--- config.mk ---
export PLATFORM = sky130hd
export DESIGN_NAME = instr_encode_writer
export DESIGN_NICKNAME = d
export VERILOG_FILES = /design/src/rtl/instr_encode_writer.sv
export SDC_FILE = /design/constraint.sdc
export NUM_CORES = 1
export LEC_CHECK = 0
export CORE_MARGIN = 2
export CORE_UTILIZATION = 45
export DETAILED_ROUTE_END_ITERATION = 16
export GPL_ROUTABILITY_DRIVEN = 0
export PLACE_DENSITY = 0.71
export SLEW_MARGIN = 10
export SYNTH_ARGS = -nofsm -noshare
export SYNTH_HDL_FRONTEND = slang
export SYNTH_SLANG_ARGS = --single-unit
export TNS_END_PERCENT = 100
--- constraint.sdc ---
create_clock -name clock -period 2.3 [get_ports clock]
set_input_delay 0.575 -clock clock [delete_from_list [all_inputs] [get_ports clock]]
set_output_delay 0.575 -clock clock [all_outputs]
set_load 0.1 [all_outputs]
--- src/rtl/instr_encode_writer.sv ---
// Encodes instruction requests into 32-bit ISA words, queues them in a small FIFO
// and writes them to consecutive instruction-memory addresses.
module instr_encode_writer #(
  parameter int unsigned DEPTH     = 4,
  parameter int unsigned ADDR_W    = 12,
  parameter int unsigned BASE_ADDR = 0
) (
  input  logic              clock,
  input  logic              reset,
  input  logic              restart,
  input  logic              in_valid,
  output logic              in_ready,
  input  logic [3:0]        in_kind,
  input  logic [4:0]        in_rd,
  input  logic [4:0]        in_rs,
  input  logic [4:0]        in_rt,
  input  logic [4:0]        in_shamt,
  input  logic [4:0]        in_aluop,
  input  logic [16:0]       in_imm,
  input  logic [26:0]       in_target,
  input  logic              imem_busy,
  output logic              imem_we,
  output logic [ADDR_W-1:0] imem_addr,
  output logic [31:0]       imem_data,
  output logic              empty,
  output logic              err_illegal
);

  localparam int unsigned PW = $clog2(DEPTH);
  localparam int unsigned CW = PW + 1;
  localparam logic [ADDR_W-1:0] BASE = ADDR_W'(BASE_ADDR);

  typedef enum logic {
    IDLE  = 1'b0,
    WRITE = 1'b1
  } state_t;

  state_t state, next_state;

  logic [31:0]       enc_word;
  logic              enc_legal;
  logic [31:0]       mem [DEPTH];
  logic [PW-1:0]     wr_ptr, rd_ptr;
  logic [CW-1:0]     count;
  logic [ADDR_W-1:0] addr_cnt;
  logic              full, fifo_empty, accept, push, pop;

  // Unused fields of each format are zero-filled so decode of the stored word
  // matches the requested kind exactly.
  always_comb begin
    enc_word  = '0;
    enc_legal = 1'b1;
    case (in_kind)
      4'd0:  enc_word = {5'b00000, in_rd, in_rs, in_rt, in_shamt, in_aluop, 2'b00};
      4'd1:  enc_word = {5'b00101, in_rd, in_rs, in_imm};
      4'd2:  enc_word = {5'b01000, in_rd, in_rs, in_imm};
      4'd3:  enc_word = {5'b00111, in_rd, in_rs, in_imm};
      4'd4:  enc_word = {5'b00001, in_target};
      4'd5:  enc_word = {5'b00010, in_rd, in_rs, in_imm};
      4'd6:  enc_word = {5'b00011, in_target};
      4'd7:  enc_word = {5'b00100, in_rd, 22'd0};
      4'd8:  enc_word = {5'b00110, in_rd, in_rs, in_imm};
      4'd9:  enc_word = {5'b10110, in_target};
      4'd10: enc_word = {5'b10101, in_target};
      default: enc_legal = 1'b0;
    endcase
  end

  assign full       = (count == CW'(DEPTH));
  assign fifo_empty = (count == '0);
  assign empty      = fifo_empty;
  assign in_ready   = ~full & ~restart;
  assign accept     = in_valid & in_ready;
  assign push       = accept & enc_legal;
  assign pop        = ~fifo_empty & ~imem_busy & ~restart;

  always_ff @(posedge clock or negedge reset) begin
    if (!reset) begin
      wr_ptr <= '0;
      rd_ptr <= '0;
      count  <= '0;
    end else if (restart) begin
      wr_ptr <= '0;
      rd_ptr <= '0;
      count  <= '0;
    end else begin
      if (push) wr_ptr <= wr_ptr + 1'b1;
      if (pop)  rd_ptr <= rd_ptr + 1'b1;
      case ({push, pop})
        2'b10:   count <= count + 1'b1;
        2'b01:   count <= count - 1'b1;
        default: count <= count;
      endcase
    end
  end

  always_ff @(posedge clock) begin
    if (push) mem[wr_ptr] <= enc_word;
  end

  always_ff @(posedge clock or negedge reset) begin
    if (!reset) state <= IDLE;
    else        state <= next_state;
  end

  always_comb begin
    next_state = IDLE;
    if (pop) next_state = WRITE;
  end

  assign imem_we = (state == WRITE);

  // imem_addr/imem_data hold the last write; addr_cnt is the next free address.
  always_ff @(posedge clock or negedge reset) begin
    if (!reset) begin
      addr_cnt  <= BASE;
      imem_addr <= BASE;
      imem_data <= '0;
    end else if (restart) begin
      addr_cnt  <= BASE;
      imem_addr <= BASE;
      imem_data <= '0;
    end else if (pop) begin
      imem_addr <= addr_cnt;
      imem_data <= mem[rd_ptr];
      addr_cnt  <= addr_cnt + 1'b1;
    end
  end

  always_ff @(posedge clock or negedge reset) begin
    if (!reset)                     err_illegal <= 1'b0;
    else if (restart)               err_illegal <= 1'b0;
    else if (accept && !enc_legal)  err_illegal <= 1'b1;
  end

endmodule
Word level (Yosys, flattened, before mapping)
Memories as Yosys holds them, arrays and structs flattened.
Index checks and enable logic that the tools add are counted.

operators by class
  $add $sub $neg = 5
  equality and inequality tests = 13
  multiplexer cells = 19
  bitwise gates (word level) = 9
  reductions and logical operators = 9

operator list
  cell                   number
  $pmux 32 s11           1
  $mux 32                2
  $mux 12                4
  $eq 4x3->1 const B     4
  $add 12x1->12 const B  1
  $eq 4x4->1 const B     3
  $reduce_or 11->1       1
  $eq 4x2->1 const B     2
  $mux 2                 4
  $mux 1                 6
  $pmux 3 s2             1
  $reduce_bool 2->1      3
  $and 1x1->1            5
  $add 2x1->2 const B    2
  $eq 4x1->1 const B     1
  $logic_not 4->1        1
  $not 1->1              4
  $add 3x1->3 const B    1
  $eq 3x3->1 const B     1
  $logic_not 3->1        1
  $mux 3                 1
  $reduce_bool 3->1      1
  $sub 3x1->3 const B    1
  $eq 2x1->1 const B     1
  other kinds (3)        3

word-level totals
  bits in registers = 65
  bits in writable memories = 128
  word-level logic and storage cells = 64
  memories = 1

memories
  name  words  width  read ports  clocked after Yosys merged registers in  write ports  RTL line  source
  mem   4      32     1           0                                        1            42        logic [31:0] mem [DEPTH];

Depth between registers and ports, before layout
Gate-level depths: netlist of run 1.

  depth after elaboration = 8
  mapped depth = 10
  mapped depth without buffers = 8

Least setup slack after synthesis of run 1
No wires, ideal clock.

  path type = input to register
  start point = input in_kind[0]
  end point = memory mem[1][0], enable pin
  library setup time = 0.392 ns
  arrival = 2.320 ns
  data required time = 1.908 ns
  setup slack = -0.412 ns
  cell stages on the path = 4
  cell sequence = buf_6 > a21o_4 > a2111oi_4 > and2_1

between the ends
  cells in the longest elaborated chain, start to end = 6
  elaborated cells between the ends (all ways) = 16
  classes of those cells = 10 x eq/ne; 3 x mux; 1 x bitwise; 2 x reduce/logical

ends and longest elaborated chain
  element                                RTL line  source
  start, declared                        13        input logic [3:0] in_kind,
  $eq 4x4->1 (tied with other cells)     53        case (in_kind)
  $reduce_or 11->1 (no source line) (*)  -
  $mux 1 (*)                             53
  $and 1x1->1 (*)                        74        assign push = accept & enc_legal;
  $mux 1 (*)                             98        if (push) mem[wr_ptr] <= enc_word;
  $mux 1 (not written as such) (*)       98
  end, declared                          42

Mark *: on every way between the ends. The rest lies on a longest branch, timed or not.

Worst setup path after layout of run 1
  start point = input in_kind[1]
  end point = register count[1]

between the ends
  cells in the longest elaborated chain, start to end = 7
  elaborated cells between the ends (all ways) = 19
  classes of those cells = 12 x eq/ne; 3 x mux; 1 x bitwise; 3 x reduce/logical

ends and longest elaborated chain
  element                                          RTL line  source
  $eq 4x4->1 (tied with other cells)               53
  $reduce_or 11->1 (no source line) (*)            -
  $mux 1 (*)                                       53
  $and 1x1->1 (*)                                  74
  $eq 2x1->1 / $eq 2x2->1 (equally long branches)  89        case ({push, pop})
  $pmux 3 s2                                       89
  $mux 3                                           82        end else if (restart) begin
  end signal, assigned                             90        2'b10: count <= count + 1'b1;
  end signal, assigned                             91        2'b01: count <= count - 1'b1;
  end signal, assigned                             92        default: count <= count;
  end, declared                                    44        logic [CW-1:0] count;

Marks and branches as above.
A chain may end at the register's enable or synchronous reset.

==> impl_summary.log, run 1 <==
[metrics] result of the run: finished, final reports clean
[metrics] Bufs and invs on worst path: 1
[metrics] Boundary Pins: about 130
[metrics] DRC errors left: 0
[metrics] most instantiated flip-flop cell in the synthesis netlist: edfxtp_1
[metrics] Stages on worst setup path: 7
[metrics] grt ovf: 0
[metrics] Max Fanout on Critical Path: 2
[metrics] highest clock frequency the design can meet: roughly 0.45 GHz
[metrics] peak supply drop: 0.000557 V
[metrics] Total Wirelength: between 20000 and 25000 um
[metrics] final hold violation count: 0
[metrics] fraction of registers with async set or reset after synthesis: 0.337
[metrics] worst r2r src: count[2]$_DFFE_PN0P_
[metrics] largest net degree at the start of global routing: 48
[metrics] net count of the mapped netlist: 708
[metrics] average size of a mapped cell: between 10 and 15 um2
[metrics] number of distinct library cells after synthesis: 49
[metrics] area enclosed by the die boundary: 19900 um2
[metrics] combined area of all synthesized cells: 8470 um2
[metrics] biggest cell delay along the critical path: 0.54 ns
[metrics] Net count, final: roughly 860
[metrics] post-DP HPWL: about 14000 um
[metrics] buffer depth of the longest clock path: 2
[metrics] sequential cell area fraction in the yosys report: 0.646
[metrics] clock tree from TritonCTS: done
[metrics] worst setup path category: in -> reg
[metrics] all-layer global routing usage: 0.209
[metrics] Synth Instances: roughly 620
[metrics] count of flip-flops with a built-in enable after synthesis: 128
[metrics] share of layout cells above drive strength 1: 0.235
[metrics] critical path launch point type: input pin
[metrics] core area: 18600 um2
[metrics] final routed wire length divided by cell count: 19.7 um
[metrics] Crit. End Element: flip-flop
[metrics] family of cells with the greatest summed delay on the critical path: simple AND/OR/NAND/NOR gates
[metrics] count of endpoints failing setup in the final report: 0
[metrics] power density over the cells: 825 nW/um2
[metrics] clk slew on worst S/H paths: 0.07 ns
[metrics] total power of the final layout: slightly below 9 mW
[metrics] CTS buffer count: 17
[metrics] via/cell ratio: 5.79
[metrics] time the final worst path needs with I/O delays and setup: 2.24 ns
[metrics] Antenna Diode Count: 0
[metrics] remaining antenna violation count after routing: 0
[metrics] deepest level of the CTS H-tree: 4
[metrics] # port buffers: roughly 130
[metrics] MaxCap Viol Count: 0
[metrics] total via count after detailed routing: 5890
[metrics] Fin Clk Skew: 0.00865 ns
[metrics] Syn. warnings: 0
[metrics] hold buffers post-CTS: 0
[metrics] Worst Max-Slew Pin Slew: 0.521 ns
[metrics] Pre-antenna DRT Iters: 5
[metrics] clock latency of the later-clocked register in the worst-skew pair: 0.43 ns
[metrics] chip height: 141 um
[metrics] PnR worst setup slack: between 0.05 and 0.06 ns
[metrics] Slew Limit Headroom: 0.653
[metrics] die width: 141 um
[metrics] critical path, cell by cell: dlygate4sd2_1, a21o_4, a2111oi_4, nor3_2, fa_2, or4b_1, nand3_1
[metrics] final cycle utilization of the critical path: 0.974
[metrics] clock tree root driver cell: clkbuf_16
[metrics] worst setup slack after placement: -0.604 ns
[metrics] number of DRC violations after detailed-routing iteration 0: 540
[metrics] initial antenna violation count: 0
[metrics] min-delay worst type: in -> async
[metrics] wire length of the first global-routing pass: approximately 32000 um
[metrics] slowest cell on the critical path: fa_2
[metrics] setup repair after global routing missed its margin: no
[metrics] clock sink count: 193
[metrics] required time reported for the critical path endpoint: about 2.7 ns
[metrics] initial standard-cell utilization of the core: 0.456
[metrics] worst reg-to-reg path cell count: 6
[metrics] via count of the first global-routing pass: 6008
[metrics] area added between synthesis and finish: 28.0%
[metrics] total of flip-flops plus latches after synthesis: 193
[metrics] number of placement rows: 50
[metrics] standby leakage power: around 4 nW
[metrics] start point of the critical path: in_kind[1]
[metrics] most common library cell in the layout ignoring fill and taps: edfxtp_1
[metrics] number of max-slew violations in the final report: 0
[metrics] arrival time of the worst setup path: 2.60 ns
[metrics] commonest cells after routing, fill and taps aside: edfxtp_1 (128), nand2_1 (95), buf_4 (85)
synthesized netlist by cell type, types with 2 or more instances:
master	number	share of area
nand2_1	95	0.042
inv_1	9	0.0040
a211oi_1	2	0.0018
o21ai_0	4	0.0024
clkbuf_1	31	0.014
a21oi_1	49	0.029
a31oi_1	2	0.0015
ha_1	5	0.0074
nor2b_1	4	0.0030
o22ai_1	13	0.0096
nor3b_1	2	0.0018
nor2_1	38	0.017
a32oi_1	15	0.016
and2_1	5	0.0037
mux4_2	32	0.085
a22oi_1	24	0.021
dfrtp_1	65	0.19
nor3_1	10	0.0059
nand4_1	3	0.0022
mux2_2	3	0.0040
xnor2_1	14	0.014
a22o_1	3	0.0031
nand3_1	6	0.0035
mux2i_1	3	0.0035
buf_2	15	0.0089
nand2b_1	2	0.0015
and3_1	4	0.0030
edfxtp_1	128	0.45
nor4_1	4	0.0030
a221o_1	15	0.018
final timing paths:
kind | slack, ns | to
min reg2reg | 0.52 | imem_data[28]$_DFFE_PN0P_
min | 0.09 | imem_data[15]$_DFFE_PN0P_
max in group asynchronous | 1.65 | imem_addr[1]$_DFFE_PN0P_
max | 0.06 | count[1]$_DFFE_PN0P_
max reg2reg | 0.17 | count[1]$_DFFE_PN0P_
min in group clock | 0.52 | imem_data[28]$_DFFE_PN0P_
timing repair:
action	CTS	global route
endpoints found under the setup margin	6	2
resized for setup	5	1
pin swaps	4	2
setup buffers	1	0
sequential cells by signal, indices dropped and copies added (netlist names):
register	count
wr_ptr	2
rd_ptr	2
imem_data	32
err_illegal	1
mem	128
imem_we	1
count	3
imem_addr	12
addr_cnt	12
through the flow:
stage | hold slack [ns] | setup TNS [ns] | instance area (um2) | instances | utilization
2_1_floorplan | 0.279 | -8.10 | 8490 | 624 | -
3_3_place_gp | 0.512 | -65.97 | 10300 | 985 | 0.552
3_5_place_dp | 0.516 | -79.99 | 10300 | 985 | 0.552
4_1_cts | 0.0968 | 0 | 10800 | 1018 | 0.583
5_1_grt | 0.109 | 0 | 10800 | 1018 | 0.583
6_report | 0.0897 | 0 | 10800 | 1018 | 0.583
logic make-up (layout without fill, tap and decap cells):
family	Yosys count	count (layout)	share of synthesized area
AO/OA/AOI/OAI	136	136	0.113
XOR/XNOR	15	15	0.0164
adder cells (fa/ha/maj)	6	6	0.00975
buffers and inverters	57	217	0.0288
flip-flops	193	193	0.646
multiplexers	38	38	0.0927
AND/OR/NAND/NOR	179	179	0.0931
cell type report:
type | instances | area, um2
fill | 1449 | 7750
sequential | 193 | 5470
multi-input combinational | 374 | 2770
timing repair buffer | 176 | 1690
clock buffer | 18 | 429
tap | 234 | 293
clock inverter | 14 | 144
inverter | 9 | 33.8
routing by layer:
layer  routed length [um]  global-route usage  up-vias
li1                     -                   -     2664
met1                 8320               0.269     2959
met2                10300               0.360      244
met3                 1200              0.0431       23
met4                  273              0.0647        0
met5                    0                   0        -
power breakdown:
group          total [mW]  switching, mW  internal (mW)
Combinational        2.09           1.36          0.731
Sequential           3.97         0.0829           3.89
Clock                2.87           1.34           1.54
No activity file was read; power rests on OpenSTA's default activity.
==> inputs of run 2 (changes only) <==
--- a/config.mk
+++ b/config.mk
@@ -5,6 +5,7 @@
 export SDC_FILE = /design/constraint.sdc
 export NUM_CORES = 1
 export LEC_CHECK = 0
+export CAP_MARGIN = 30
 export CORE_MARGIN = 2
 export CORE_UTILIZATION = 45
 export DETAILED_ROUTE_END_ITERATION = 16
==> results of run 2 <==
Same layout as run 1: the final DEF is identical, and so are final timing and power.
==> inputs of run 3 (changes only) <==
--- a/config.mk
+++ b/config.mk
@@ -5,6 +5,7 @@
 export SDC_FILE = /design/constraint.sdc
 export NUM_CORES = 1
 export LEC_CHECK = 0
+export ABC_AREA = 1
 export CAP_MARGIN = 30
 export CORE_MARGIN = 2
 export CORE_UTILIZATION = 45
==> impl_summary.log, run 3 <==
[metrics] result of the run: finished, final reports clean
[metrics] GR met3 Demand/Resource: 0.0401
[metrics] initial antenna violation count: 0
[metrics] CTS buffer count: 17
[metrics] final routed wire length divided by cell count: 18.4 um
[metrics] time the final worst path needs with I/O delays and setup: 2.16 ns
[metrics] clock latency of the later-clocked register in the worst-skew pair: about 0.43 ns
[metrics] family of cells with the greatest summed delay on the critical path: simple AND/OR/NAND/NOR gates
[metrics] Worst Max-Slew Pin Slew: 0.709 ns
[metrics] Stages on worst setup path: 8
[metrics] clock sink count: 193
[metrics] count of endpoints failing setup in the final report: 0
[metrics] # port buffers: ~130
[metrics] area enclosed by the die boundary: 19300 um2
[metrics] post-DP HPWL: approximately 14000 um
[metrics] MaxCap Viol Count: 0
[metrics] clk slew on worst S/H paths: 0.07 ns
[metrics] leading cell type by number of instances after synthesis: edfxtp_1
[metrics] buffer depth of the longest clock path: 2
[metrics] via count of the first global-routing pass: about 6000
[metrics] fill cell total of the finished layout: 1481
[metrics] multi-input gate area in the final layout: 2400 um2
[metrics] final hold violation count: 0
[metrics] flip-flop count of the largest register after layout: around 130
[metrics] Antenna Diode Count: 0
[metrics] worst reg-to-reg path cell count: 13
[metrics] net count of the mapped netlist: 800
[metrics] Crit. End Element: flip-flop
[metrics] routing usage on met1: 0.288
[metrics] hold buffers post-CTS: 0
[metrics] number of max-slew violations in the final report: 0
[metrics] clock tree from TritonCTS: done
[metrics] power density over the cells: ~1000 nW/um2
[metrics] Boundary Pins: 126
[metrics] total via count after detailed routing: between 6000 and 7000
[metrics] number of placement rows: 49
[metrics] post-route cell area: 10600 um2
[metrics] arrival time of the worst setup path: around 2.4 ns
[metrics] Fin Clk Skew: around 0.010 ns
[metrics] DRC errors left: 0
[metrics] Top Usage Layer GRT: met2
[metrics] count of flip-flops with a built-in enable after synthesis: between 100 and 150
[metrics] remaining antenna violation count after routing: 0
[metrics] grt ovf: 0
[metrics] all-layer global routing usage: 0.218
[metrics] most common library cell in the layout ignoring fill and taps: edfxtp_1
[metrics] fraction of registers with async set or reset after synthesis: 0.337
[metrics] Max Fanout on Critical Path: 27
[metrics] PnR worst setup slack: 0.138 ns
[metrics] Bufs and invs on worst path: 4
[metrics] deepest level of the CTS H-tree: 4
[metrics] core area: 17900 um2
[metrics] total of flip-flops plus latches after synthesis: 193
[metrics] most area-consuming cells after synthesis: edfxtp_1 (47%), dfrtp_1 (20%), o21ai_0 (6.2%), nand2_1 (3.8%), nor2_1 (3.7%)
[metrics] wire length of the first global-routing pass: 33000 um
[metrics] area added between synthesis and finish: 29.7%
[metrics] commonest cells after routing, fill and taps aside: edfxtp_1 (128), o21ai_0 (102), nand2_1 (84), buf_4 (84), nor2_1 (76)
[metrics] Syn. warnings: 0
[metrics] leading area contributor after synthesis: edfxtp_1
[metrics] critical path, cell by cell: clkdlybuf4s50_1, buf_4, inv_2, nor2_2, inv_1, nor2_4, o21ai_0, nand3_1
[metrics] slowest cell on the critical path: nor2_4
[metrics] required time reported for the critical path endpoint: roughly 2.6 ns
[metrics] final instance count without filler cells: 1115
[metrics] chip height: 139 um
[metrics] worst setup slack after placement: -0.261 ns
[metrics] average size of a mapped cell: 11.5 um2
[metrics] min-delay worst type: in -> async
[metrics] standby leakage power: ~4.3 nW
[metrics] peak supply drop: 0.000619 V
[metrics] worst setup path category: in -> reg
[metrics] combined area of all synthesized cells: 8200 um2
[metrics] via/cell ratio: 5.50
[metrics] met2 usage: 0.364
[metrics] Synth Instances: approximately 720
[metrics] cts repair resizes: 0
[metrics] registers with the most flip-flops: mem: 128 flops, imem_data: 32 flops
[metrics] number of placed instances with taps included: 1083
[metrics] number of distinct library cells after synthesis: 34
[metrics] biggest cell delay along the critical path: 0.56 ns
[metrics] number of DRC violations after detailed-routing iteration 0: 438
[metrics] Pre-antenna DRT Iters: 5
[metrics] Total Wirelength: 20500 um
[metrics] Yosys top cell area share: 0.469
[metrics] Net count, final: 957
[metrics] Slew Limit Headroom: 0.527
[metrics] share of layout cells above drive strength 1: 0.181
[metrics] critical path launch point type: input pin
[metrics] final cycle utilization of the critical path: 0.940
[metrics] largest net degree at the start of global routing: 66
[metrics] # Post-CTS Setup Buffers: 0
[metrics] total power of the final layout: 10.6 mW
[metrics] die width: about 140 um
[metrics] most instantiated flip-flop cell in the synthesis netlist: edfxtp_1
[metrics] highest clock frequency the design can meet: 0.462 GHz
[metrics] Post-synth top cells: edfxtp_1 (128), o21ai_0 (102), nand2_1 (84), nor2_1 (80), dfrtp_1 (65)
[metrics] top register by number of flip-flops: mem
[metrics] sequential cell area fraction in the yosys report: 0.667
[metrics] initial standard-cell utilization of the core: 0.458
[metrics] clock tree root driver cell: clkbuf_16
[metrics] setup repair after global routing missed its margin: no
[metrics] Storage cell area: 5470 um2
[metrics] Placed Instance Area: 10000 um2
-- run 3: stage by stage --
step	hold slack [ns]	util	TNS, ns
floorplan	0.279	-	-7.73
global placement	0.476	0.561	-18.10
detailed placement	0.481	0.561	-22.39
CTS	0.0823	0.594	0
global route	0.0935	0.594	0
finish	0.0775	0.594	0
-- run 3: layout make-up --
cell class                      instances  area share
Clock buffer                           23      0.0470
Sequential cell                       193       0.514
Tap cell                              229      0.0269
Inverter                               39      0.0138
Clock inverter                          9     0.00882
Multi-Input combinational cell        444       0.226
Timing Repair Buffer                  178       0.163
-- run 3: where the power goes --
part | leakage, nW | internal (mW) | switching, mW
registers | 2.07 | 4.01 | 0.164
clock network | 0.295 | 1.67 | 1.26
logic | 1.90 | 0.971 | 2.55
total | 4.26 | 6.65 | 3.97
-- run 3: per-layer routing --
| layer | share of wire | wire length [um] | up-vias |
|---|---|---|---|
| li1 | - | - | 2900 |
| met1 | 0.43 | 8810 | 3015 |
| met2 | 0.50 | 10300 | 183 |
| met3 | 0.046 | 947 | 34 |
| met4 | 0.024 | 486 | 0 |
| met5 | 0 | 0 | - |
-- run 3: logic make-up after synthesis --
group | synth area share
xor+xnor | 0.00427
flops | 0.667
compound gates | 0.142
buf+inv | 0.0473
simple gates | 0.130
fa+ha+maj | 0.0101
-- run 3: worst paths after layout --
| path | from | end | slack (ns) |
|---|---|---|---|
| setup / recovery | in_kind[3] | mem[2][14]$_DFFE_PP_ | 0.14 |
| hold / removal | reset | imem_data[27]$_DFFE_PN0P_ | 0.08 |
| setup reg to reg | count[0]$_DFFE_PN0P_ | count[2]$_DFFE_PN0P_ | 0.31 |
| hold reg to reg | imem_addr[4]$_DFFE_PN0P_ | imem_addr[4]$_DFFE_PN0P_ | 0.49 |
| max in group asynchronous | reset | rd_ptr[0]$_DFFE_PN0P_ | 1.60 |
| min in group clock | imem_addr[4]$_DFFE_PN0P_ | imem_addr[4]$_DFFE_PN0P_ | 0.49 |
-- run 3: worst register-to-register path, delay by kind of cell, from the launching register on --
kind                       cells  cell delay, ns
and+or+nand+nor                8            0.69
DFF                            1            0.44
adders and majority gates      1            0.38
xor gates and xnor gates       1            0.21
buffers and inverters          2            0.12
AOI/OAI and AO/OA              1            0.06
==> RTL edit (flow settings as in run 2) <==
Reset style: synchronous (`reset`), changed in 4 clocked blocks.
--- a/src/rtl/instr_encode_writer.sv
+++ b/src/rtl/instr_encode_writer.sv
@@ -75,5 +75,5 @@
   assign pop        = ~fifo_empty & ~imem_busy & ~restart;
 
-  always_ff @(posedge clock or negedge reset) begin
+  always_ff @(posedge clock) begin
     if (!reset) begin
       wr_ptr <= '0;
@@ -99,5 +99,5 @@
   end
 
-  always_ff @(posedge clock or negedge reset) begin
+  always_ff @(posedge clock) begin
     if (!reset) state <= IDLE;
     else        state <= next_state;
@@ -112,5 +112,5 @@
 
   // imem_addr/imem_data hold the last write; addr_cnt is the next free address.
-  always_ff @(posedge clock or negedge reset) begin
+  always_ff @(posedge clock) begin
     if (!reset) begin
       addr_cnt  <= BASE;
@@ -128,5 +128,5 @@
   end
 
-  always_ff @(posedge clock or negedge reset) begin
+  always_ff @(posedge clock) begin
     if (!reset)                     err_illegal <= 1'b0;
     else if (restart)               err_illegal <= 1'b0;
Function: differs if reset is asserted again (counterexample within 4 cycles, from zero or initial values and one cycle with reset low); with reset held inactive, the same outputs for 4 cycles.
==> RTL edit against run 2 <==
- register-to-register slack better by 0.02 ns
- hold slack improved by 0.37 ns
- area after synthesis is 4.6% lower
- setup slack worse by 0.038 ns
- first-iteration DRC count down 36%
- synthesized cell count down 3.5%
- routed wire length down 7.8%
- cell area shrank 3.6%
- sequential cell count is the same
Power is not compared: it rests on default switching activity, and its combinational part moved more than twofold at a synthesized area within 25%.
==> RTL edit: results (changes against run 2) <==
metric,value,unit,change
layout.nets,843,,-1.4%
dp.final_hpwl,12300,µm,-10%
status,"complete, no violations",,
ys.flop_type,edfxtp_1,,
wl_met1,7830,µm,-5.9%
synth_xor_area_frac,0.0163,,-0.000132
grt_max_degree,36,,-25%
via_per_inst,5.55,,-4.0%
dp_slack,-0.461,ns,+0.143 ns
worstPathArrival,1.70,ns,-0.90 ns
synth_edf_count,128,,unchanged
placed_area,9830,µm²,-4.1%
wl_met2,9590,µm,-6.7%
hold_class,reg2reg,,
path_clk_slew,0.06,ns,
drt_iter0_drc,345,,-36%
grt_pass1_wl,28300,µm,-11%
wl_met3,784,µm,-35%
wire_per_inst,18.6,µm,-5.8%
final.fill_count,1368,,-5.6%
skew,0.00586,ns,-0.00279 ns
max-vdd-ir-drop,516,µV,
top_regs,"mem (128), imem_data (32)",,
async_flop_share,0,,-0.337
synthMuxAreaShare,0.0944,,+0.00172
synth_compound_area_frac,0.100,,-0.0131
ys_top_cells_by_count,"edfxtp_1 (128), nand2_1 (94), dfxtp_1 (65)",,
drive_gt1_frac,0.241,,+0.00655
groute.usage.overall,0.201,,-0.00878
synth_nets,687,,-3.0%
ys_seq_area_frac,0.637,,-0.00885
netSwitchingFraction,0.217,,
synth_area_leaders,"edfxtp_1 (48%), dfxtp_1 (16%), mux4_2 (8.9%)",,
worst_pin_slew,0.537,ns,+0.0162 ns
synth_fa_ha_area_frac,0.0118,,+0.00202
grt_pass1_vias,5490,,-8.6%
RTL edit: worst paths after layout:
kind                                     from       endpoint  slack, ns  cells after the start
worst max-delay path                  restart       in_ready       0.02                      5
worst min register to register  imem_data[11]  imem_data[11]       0.46                      2
worst max register to register       count[0]       count[2]       0.19                      9
worst min-delay path            imem_data[11]  imem_data[11]       0.46                      2
RTL edit: stage by stage:
stage                     hold WS (ns)  cells
after floorplan                  0.440    602
after global placement           0.445    961
after detailed placement         0.449    961
after CTS                        0.458    994
after global routing             0.478    996
final                            0.456    996
RTL edit: worst max-delay path, cell delays in order:
cell	delay [ns]
clkdlybuf4s50_1	0.42
buf_4	0.15
buf_4	0.13
a21oi_2	0.21
buf_12	0.21
RTL edit: repair_timing:
item,CTS,global route
setup buffers,1,2
hold buffers,0,0
endpoints found under the setup margin,2,2
cloned,0,0
gates resized for setup,5,5
pin swaps,7,2
RTL edit: routing by layer:
metal,vias to the layer above,track usage
li1,2570,-
met1,2779,0.252
met2,158,0.352
met5,-,0
met3,24,0.0340
met4,0,0.0675
RTL edit: power by group through the flow:
stage               Sequential (W)  Clock (W)  Combinational [W]
global route               0.00378    0.00295           0.000642
global placement           0.00385          0           0.000571
CTS                        0.00378    0.00282           0.000592
floorplan                  0.00387          0           0.000281
detailed placement         0.00385          0           0.000591
finish                     0.00378    0.00277           0.000598
RTL edit: layout make-up:
type | count | area [µm²] | area share
clock inverters | 11 | 106 | 0.0102
well taps | 225 | 282 | 0.0270
flip-flops and latches | 193 | 5150 | 0.493
inverters | 10 | 43.8 | 0.00420
multi-input cells | 360 | 2720 | 0.260
repair buffers | 176 | 1690 | 0.162
clock buffers | 21 | 450 | 0.0432
RTL edit: logic make-up (layout without fill, tap and decap cells):
logic type,after synthesis,count (layout)
adder cells (fa/ha/maj),7,7
multiplexers,36,36
AO/OA/AOI/OAI,121,121
buffers and inverters,49,218
XOR/XNOR,15,15
flip-flops,193,193
AND/OR/NAND/NOR,181,181
